<file path="src/rtl/bcd_entry_ctrl.sv">
// bcd_entry_ctrl: debounced BCD number-entry controller for the board demos.
// The user keys in digits least-significant first, with backspace and sign toggle.
// The block drives per-digit display codes (0-9, 4'hA = OFF) and a sign code
// (4'hA = positive, 4'hB = negative) into the seven_seg decoders.
//
// Ports:
//   clk          system clock
//   rst          synchronous reset, active-low
//   key_enter_n  raw enter key, active-low, asynchronous
//   key_back_n   raw backspace key, active-low, asynchronous
//   key_sign_n   raw sign-toggle key, active-low, asynchronous
//   sw_digit     candidate digit from the switches
//   digits_out   per-position display codes, position 0 in [3:0]
//   sign_out     4'hB when negative, 4'hA when positive
//   cursor       next position to be written
//   entry_done   high while the value is complete
//   err_pulse    one-cycle pulse when an enter press carries a non-BCD digit
module bcd_entry_ctrl #(
    parameter int unsigned NUM_DIGITS      = 3,
    parameter int unsigned DEBOUNCE_CYCLES = 500000,
    parameter int unsigned WRAP_EN         = 0,
    parameter int unsigned BLANK_UNUSED    = 0
) (
    input  logic                                  clk,
    input  logic                                  rst,
    input  logic                                  key_enter_n,
    input  logic                                  key_back_n,
    input  logic                                  key_sign_n,
    input  logic [3:0]                            sw_digit,
    output logic [4*NUM_DIGITS-1:0]               digits_out,
    output logic [3:0]                            sign_out,
    output logic [$clog2(NUM_DIGITS+1)-1:0]       cursor,
    output logic                                  entry_done,
    output logic                                  err_pulse
);

    localparam int unsigned CW  = $clog2(NUM_DIGITS + 1);
    localparam int unsigned DBW = $clog2(DEBOUNCE_CYCLES + 1);
    localparam int unsigned NK  = 3;
    localparam logic [3:0] CODE_OFF = 4'hA;
    localparam logic [3:0] CODE_NEG = 4'hB;

    typedef enum logic {ST_ENTRY, ST_DONE} state_t;

    logic [NK-1:0] key_raw;
    logic [NK-1:0] key_press;
    logic          enter_ev;
    logic          back_ev;
    logic          sign_ev;

    assign key_raw  = {key_sign_n, key_back_n, key_enter_n};
    assign enter_ev = key_press[0];
    assign back_ev  = key_press[1];
    assign sign_ev  = key_press[2];

    // Per-key synchroniser, stable-level debouncer and press-edge pulse
    for (genvar k = 0; k < NK; k++) begin : g_key
        logic           sync1;
        logic           sync2;
        logic           level;
        logic           press;
        logic [DBW-1:0] cnt;

        always_ff @(posedge clk) begin
            if (!rst) begin
                sync1 <= 1'b1;
                sync2 <= 1'b1;
                level <= 1'b1;
                press <= 1'b0;
                cnt   <= '0;
            end else begin
                sync1 <= key_raw[k];
                sync2 <= sync1;
                press <= 1'b0;
                if (sync2 == level) begin
                    cnt <= '0;
                end else if (cnt == DBW'(DEBOUNCE_CYCLES - 1)) begin
                    // Level accepted; only a falling debounced edge is a press
                    cnt   <= '0;
                    level <= sync2;
                    press <= ~sync2;
                end else begin
                    cnt <= cnt + DBW'(1);
                end
            end
        end

        assign key_press[k] = press;
    end

    state_t        state_q, state_d;
    logic [CW-1:0] cur_q, cur_d;
    logic [3:0]    dig_q [NUM_DIGITS];
    logic [3:0]    dig_d [NUM_DIGITS];
    logic          neg_q, neg_d;
    logic          err_q, err_d;

    // Next-state logic; back has priority over enter, sign runs alongside both
    always_comb begin
        state_d = state_q;
        cur_d   = cur_q;
        dig_d   = dig_q;
        neg_d   = neg_q ^ sign_ev;
        err_d   = 1'b0;

        if (back_ev) begin
            if (state_q == ST_DONE) begin
                cur_d                = CW'(NUM_DIGITS - 1);
                dig_d[NUM_DIGITS-1]  = '0;
                state_d              = ST_ENTRY;
            end else if (cur_q != '0) begin
                cur_d = cur_q - CW'(1);
                for (int unsigned p = 0; p < NUM_DIGITS; p++) begin
                    if (CW'(p) == cur_d) dig_d[p] = '0;
                end
            end
        end else if (enter_ev) begin
            if (state_q == ST_ENTRY) begin
                if (sw_digit <= 4'd9) begin
                    for (int unsigned p = 0; p < NUM_DIGITS; p++) begin
                        if (CW'(p) == cur_q) dig_d[p] = sw_digit;
                    end
                    cur_d = cur_q + CW'(1);
                    if (cur_d == CW'(NUM_DIGITS)) state_d = ST_DONE;
                end else begin
                    err_d = 1'b1;
                end
            end else if (WRAP_EN != 0) begin
                for (int unsigned p = 0; p < NUM_DIGITS; p++) dig_d[p] = '0;
                cur_d   = '0;
                neg_d   = sign_ev;
                state_d = ST_ENTRY;
            end
        end
    end

    // State register
    always_ff @(posedge clk) begin
        if (!rst) begin
            state_q <= ST_ENTRY;
            cur_q   <= '0;
            neg_q   <= 1'b0;
            err_q   <= 1'b0;
            for (int unsigned p = 0; p < NUM_DIGITS; p++) dig_q[p] <= '0;
        end else begin
            state_q <= state_d;
            cur_q   <= cur_d;
            neg_q   <= neg_d;
            err_q   <= err_d;
            dig_q   <= dig_d;
        end
    end

    assign cursor     = cur_q;
    assign entry_done = (state_q == ST_DONE);
    assign err_pulse  = err_q;
    assign sign_out   = neg_q ? CODE_NEG : CODE_OFF;

    // Display codes: live switch preview at the cursor while entering
    always_comb begin
        digits_out = '0;
        for (int unsigned p = 0; p < NUM_DIGITS; p++) begin
            if (state_q == ST_ENTRY && CW'(p) == cur_q) begin
                digits_out[4*p +: 4] = (sw_digit <= 4'd9) ? sw_digit : CODE_OFF;
            end else if (state_q == ST_ENTRY && BLANK_UNUSED != 0 && CW'(p) > cur_q) begin
                digits_out[4*p +: 4] = CODE_OFF;
            end else begin
                digits_out[4*p +: 4] = dig_q[p];
            end
        end
    end

endmodule
</file>
<file path="config.mk">
export PLATFORM = sky130hd
export DESIGN_NAME = bcd_entry_ctrl
export DESIGN_NICKNAME = d
export VERILOG_FILES = /design/src/rtl/bcd_entry_ctrl.sv
export SDC_FILE = /design/constraint.sdc
export NUM_CORES = 1
export LEC_CHECK = 0
export BUFFER_PORTS_ARGS = -buffer_cell sky130_fd_sc_hd__buf_2
export CAP_MARGIN = 40
export CELL_PAD_IN_SITES_DETAIL_PLACEMENT = 0
export CELL_PAD_IN_SITES_GLOBAL_PLACEMENT = 1
export CORE_MARGIN = 10
export CORE_UTILIZATION = 40
export CTS_CLUSTER_DIAMETER = 150
export DETAILED_ROUTE_END_ITERATION = 10
export GPL_TIMING_DRIVEN = 0
export PLACE_DENSITY_LB_ADDON = 0.08
export SKIP_LAST_GASP = 1
export SLEW_MARGIN = 20
export SYNTH_ARGS = -nofsm -noshare
export SYNTH_HDL_FRONTEND = slang
export SYNTH_SLANG_ARGS = --single-unit
</file>
<file path="constraint.sdc">
create_clock -name clk -period 1.9 [get_ports clk]
set_input_delay 0.57 -clock clk [delete_from_list [all_inputs] [get_ports clk]]
set_output_delay 0.57 -clock clk [all_outputs]
set_load 0.005 [all_outputs]
</file>
## Word level (Yosys, flattened, before mapping)

Cells that the tools add are included.

- Word-level logic and storage cells: 112
- Register bits: 86
- Bits of input ports: 9
- Output and inout port bits: 20

- Add/subtract/negate cells: 5
- Reduce and logical (&&, ||, !) cells: 26
- Bitwise gates (word level): 13
- Eq/ne operators: 17
- Muxes and demuxes: 28
- Order comparisons: 1

Operator list:

| operator | count |
|---|---|
| two-way mux 12 bit | 5 |
| adder 19 x 1 -> 19 bit, second input constant | 3 |
| equality test 19 bit, second input constant | 3 |
| two-way mux 4 bit | 11 |
| AND reduction 6 bit | 3 |
| OR reduction 3 bit | 6 |
| two-way mux 2 bit | 6 |
| inverter 1 bit | 12 |
| nonzero test 2 bit | 6 |
| two-way mux 8 bit | 1 |
| != test 2 x 1 -> 1 bit, second input constant | 3 |
| != test 3 x 1 -> 1 bit, second input constant | 2 |
| AND reduction 2 bit | 3 |
| two-way mux 1 bit | 5 |
| equality test 1 x 2 -> 1 bit, first input constant | 2 |
| equality test 2 bit, first input constant | 2 |
| less-or-equal comparator 4 bit, second input constant | 1 |
| logical NOT 2 bit | 2 |
| AND reduction 4 bit | 1 |
| OR reduction 4 bit | 1 |
| equality test 1 bit | 3 |
| logical AND 1 bit | 3 |
| adder 2 x 1 -> 2 bit, second input constant | 1 |
| equality test 2 bit, second input constant | 1 |
| other kinds (4) | 4 |

## Logic depth before layout (Yosys ltp)

- Depth in word-level cells: 6
- Gate-level depth with buffers: 7

## Worst setup path before layout

OpenSTA, ideal clock, no wires.

- Path type: reg2out
- Start: reg cur_q[0] (netlist: cursor[0])
- End: out digits_out[3]
- Path slack: -113 ps
- Data required time: 1330 ps
- Cell stages (with the launch flop): 6
- Arrival: 1443 ps
- Cell sequence: dfxtp_1 -> inv_1 -> ha_1 -> nand2b_1 -> clkbuf_1 -> mux2_2

- Cells in the longest elaborated chain, start to end: 3

RTL lines:

| what | line | source |
|---|---|---|
| start: declaration | 92 | `logic [CW-1:0] cur_q, cur_d;` |
| start signal: assignment | 147 | `cur_q <= cur_d;` |
| logical NOT 2 bit | 163 | `if (state_q == ST_ENTRY && CW'(p) == cur_q) begin` |
| logical AND 1 bit | 163 |  |
| two-way mux 4 bit | 163 |  |
| end: declaration | 30 | `output logic [4*NUM_DIGITS-1:0] digits_out,` |

No other way between the ends.

## Final worst setup path

- Start: reg cur_q[0] (netlist: cursor[0])
- End: out digits_out[7]

- Cells in the longest elaborated chain, start to end: 3

RTL lines:

| what | line |
|---|---|
| equality test 1 x 2 -> 1 bit | 163 |
| logical AND 1 bit | 163 |
| two-way mux 4 bit | 163 |

No other way between the ends.

==> summary by stage <==
Timing
The worst-margin pin slew is 0.706 ns. The slack of the critical path is -0.165 ns. The setup-violating endpoint count in the final report is 12. Setup repair after global routing could not meet its margin everywhere. The number of endpoints with negative hold slack in the final report is 0. Derived from the worst setup path, the maximum achievable clock frequency is 484 MHz. Across all hold checks on the routed design, the worst slack comes to 0.410 ns. The final-report max-slew violation count is 0.

Headroom to the max-slew limit came out at 52.7%. The clock arrives with 0.0109 ns of skew. The clock period minus worst slack is 2.07 ns. In the finished design, the share of the clock period the worst path needs comes to 109%.

Critical path
The largest individual stage delay along the critical path comes from the cell dfxtp_4. Together, buffers and inverters on the worst path number 2. For the worst setup path, the data arrival time is 1.50 ns. Of all nets on the critical path, the largest fanout is 3. The signal on the critical path passes through buf_6, ha_4, nand2b_4, mux2_4, buf_6. STA classifies the critical path startpoint as a register. STA puts the critical path data required time at 1.33 ns. The most used cell along the critical path is buf_6. The nature of the critical path endpoint is an output pin.

The family of cells with the greatest summed delay on the critical path is flip-flops. The critical path in this run is classified as register to output pin. On the worst path, the slowest cell contributes a delay of 0.37 ns.

Route
Across all layers, the routed design uses 3,289 vias. For this run, design rule violations remaining after detail routing come to 0. After detailed routing, the number of vias per cell comes to 5.05. The routed wire length is 8630 um. The first routing iteration left 116 violations.

After detailed routing, the average wire length per cell comes to 13.2 um. The number of antenna-violating nets in the routed design is 0. The first TritonRoute pass finished after 4 iterations.

Cells and area
The utilization after layout is 50.0%. The number of fill cells in the layout is 994. The proportion of layout cells with a drive suffix above 1 is 21.8%. After the last flow step, the layout net total stands at 531. From synthesis to final layout, the design area changed by 21.3%. In the final layout, flip-flops and latches occupy 1730 sq um. The repair_antennas step left the layout with diodes totalling 0.

The area of combinational cells with multiple inputs is 2350 sq um.

Synth
Of the total synthesized cell area, the portion taken by XOR and XNOR cells is 9.95%. The dominant cell type by area after synthesis is dfxtp_1. The mapped cell area is 4050 sq um.

The portion of netlist area occupied by mux cells is 3.31%. Summing the areas of all compound-gate instances in the mapped netlist gives 8.10% of the synthesized area. Yosys mapped the design onto 52 distinct sky130hd cell types. The synthesized design contains 0 enable-type register cells. The fraction of the mapped netlist area in simple logic gates is 29.3%. Synthesis produced 461 cells. The post-synthesis async set-or-reset flop share is 0%.

The count of synthesis-stage warnings from yosys is 0. Among all flip-flop cells after synthesis, the most frequent one is dfxtp_1. Summing the areas of all fa, ha and maj instances in the mapped netlist gives 2.78% of the synthesized area. The average instance in the mapped netlist occupies 8.78 sq um. The number of register bits inferred by synthesis is 86.

The sequential-to-total area share from yosys stat is 42.5%. The synthesized design devotes to its leading area cell type 42.5% of total area. By area the synthesized netlist is led by dfxtp_1, xnor2_1, nor2_1.

The commonest cells after synthesis are dfxtp_1, nor2_1, nand2_1. The most frequent cell after synthesis is dfxtp_1. By area, the combinational part of the netlist is dominated by simple AND/OR/NAND/NOR gates.

Placement
Detailed placement ended at an HPWL of 6040 um. Prior to clock tree synthesis, the placed netlist has a worst setup slack of -0.300 ns. At the end of routability-driven placement, the weighted congestion stood at 0.785.

Input and output buffers added on the ports amount to 24.

Global route
The aggregate global-route resource usage is 12.5%. The first global-routing pass estimated 15,400 um of wire. Global routing finished with a remaining overflow of 0. The number of global-route vias before repair was 3,236. The number of antenna violations at the first check in global routing was 0.

The pin count of the biggest net entering global routing is 14.

Clocking
The depth of the CTS H-tree is 3. The maximum clock insertion buffer count is 2. The latest clock arrival within the worst-skew pair is 0.35 ns. Buffers inserted during clock tree synthesis total 9. CTS saw 86 sinks.

TritonCTS built the clock tree. The clock root buffer is clkbuf_8. After clock tree synthesis, the clock-pin slew on the worst setup and hold paths is 0.08 ns.

Floorplan
The floorplan step set the die height to 121 um. Once the floorplan was initialized, standard cells occupied 41.2% of the core. The area of the core region is 9820 sq um.

The die covers 14,500 sq um. The horizontal extent of the die is 121 um. The floorplan has 36 rows.

Pin placement for this block handled 29 I/O pins.

Pwr
Summed over all nets, the switching power comes to 0.683 mW. The cell-internal power is 2.40 mW. The worst-case IR drop observed on VDD is 290 uV. The switching fraction of total power is 22.2%. In this run, the clock network consumes 38.1% of the power.

In this run the power density over the cells is 628 nW/um^2. Combinational logic is responsible for 3.2% of the overall power. Sequential cells account for 58.8% of the total power. For this design the static power due to leakage is 1.68 nW.

Status
The run finished, with violations left. The checks that failed: negative setup slack.

Run
Across the run, the number of max-cap violations was 0.

Hold path
The path class of the tightest hold or removal check is input port to register.
-- path summary, 6_finish.rpt --
path	depth (start not counted)	end	start	slack, ns
worst max-delay path	5	digits_out[7]	cursor[0]	-0.17
worst min-delay path	2	g_key[1].sync1	key_back_n	0.41
worst max register to register	5	g_key[2].cnt[14]	g_key[2].cnt[1]	0.10
worst min register to register	1	g_key[0].sync2	g_key[0].sync1	0.41
-- worst register-to-register path: stages (launching register included) --
cell,delay [ns]
dfxtp_1,0.39
ha_2,0.23
and4_1,0.28
nand2_1,0.15
or4_1,0.52
a21oi_1,0.16
-- flip-flops by register name (all words and copies together), names as in the netlist --
signal and flops:
back_ev 1, cursor 2, dig_q 12, enter_ev 1, entry_done 1, err_pulse 1, g_key.cnt 57, g_key.level 3
g_key.press 1, g_key.sync1 3, g_key.sync2 3, neg_q 1
-- metrics by stage --
step	TNS, ns	power, mW	instance area [sq um]	cells
finish	-1.18	3.08	4910	651
global route	-2.15	3.23	4910	651
CTS	-1.97	3.15	4790	647
detailed placement	-9.46	1.94	4340	619
global placement	-9.64	1.94	4340	619
floorplan	0	1.90	4050	462
-- final cells by class --
| class | instances | share of cell area (%) |
|---|---|---|
| Multi-Input combinational cell | 341 | 47.9 |
| Clock buffer | 14 | 3.31 |
| Inverter | 16 | 1.38 |
| Timing Repair Buffer | 42 | 6.29 |
| Clock inverter | 2 | 0.331 |
| Buffer | 17 | 2.04 |
| Tap cell | 133 | 3.39 |
| Sequential cell | 86 | 35.3 |
-- cell usage in the layout, fill, tap and decap left out, types with 3 or more instances in the layout --
cell / count
o21ai_2: 6
ha_2: 3
and4_1: 3
xnor2_1: 31
buf_4: 16
nand2b_1: 9
clkbuf_1: 8
nand2_2: 5
dfxtp_2: 4
a22o_1: 4
or3_1: 4
and2_1: 3
nand3_1: 20
conb_1: 3
mux2i_1: 10
nor4b_1: 3
and3_1: 3
buf_2: 26
buf_6: 8
a31oi_1: 3
o21ai_1: 4
nand2b_4: 3
dfxtp_1: 80
nand4_1: 19
a21oi_1: 8
nand2_4: 3
nor3_1: 13
nor2_1: 60
nor2b_1: 6
ha_4: 3
nor4_1: 18
inv_1: 14
o21ai_0: 4
nand2_1: 32
or4_1: 5
a32o_1: 5
clkbuf_8: 11
mux2_4: 3
ha_1: 3
xor2_1: 15
-- power groups by stage --
| stage | Combinational [mW] | Sequential (mW) | Clock (mW) |
|---|---|---|---|
| detailed placement | 0.0839 | 1.86 | 0 |
| global route | 0.110 | 1.81 | 1.31 |
| CTS | 0.0937 | 1.81 | 1.25 |
| global placement | 0.0839 | 1.86 | 0 |
| finish | 0.0984 | 1.81 | 1.17 |
| floorplan | 0.0503 | 1.85 | 0 |
-- timing repair --
item / in CTS / in global routing
pin swaps: 10 / 5
setup endpoints to repair: 43 / 62
setup buffers: 13 / 5
gates resized for setup: 48 / 29
hold buffers: 0 / 0
-- logic make-up (layout without fill, tap and decap cells) --
kind of cell / Yosys count / in the layout
flip-flops: 86 / 86
adder cells (fa/ha/maj): 9 / 9
buffers and inverters: 35 / 91
XOR/XNOR: 46 / 46
AO/OA/AOI/OAI: 46 / 46
multiplexers: 13 / 13
other: 2 / 3
AND/OR/NAND/NOR: 224 / 224
-- metal layers --
metal / up-vias / track usage, % / wire (um)
met3: 6 / 3.91 / 360
li1: 1718 / - / -
met1: 1524 / 16.0 / 4260
met2: 41 / 20.0 / 3930
met4: 0 / 3.02 / 73
met5: - / 0 / 0
(Power assumes the default switching activity.)
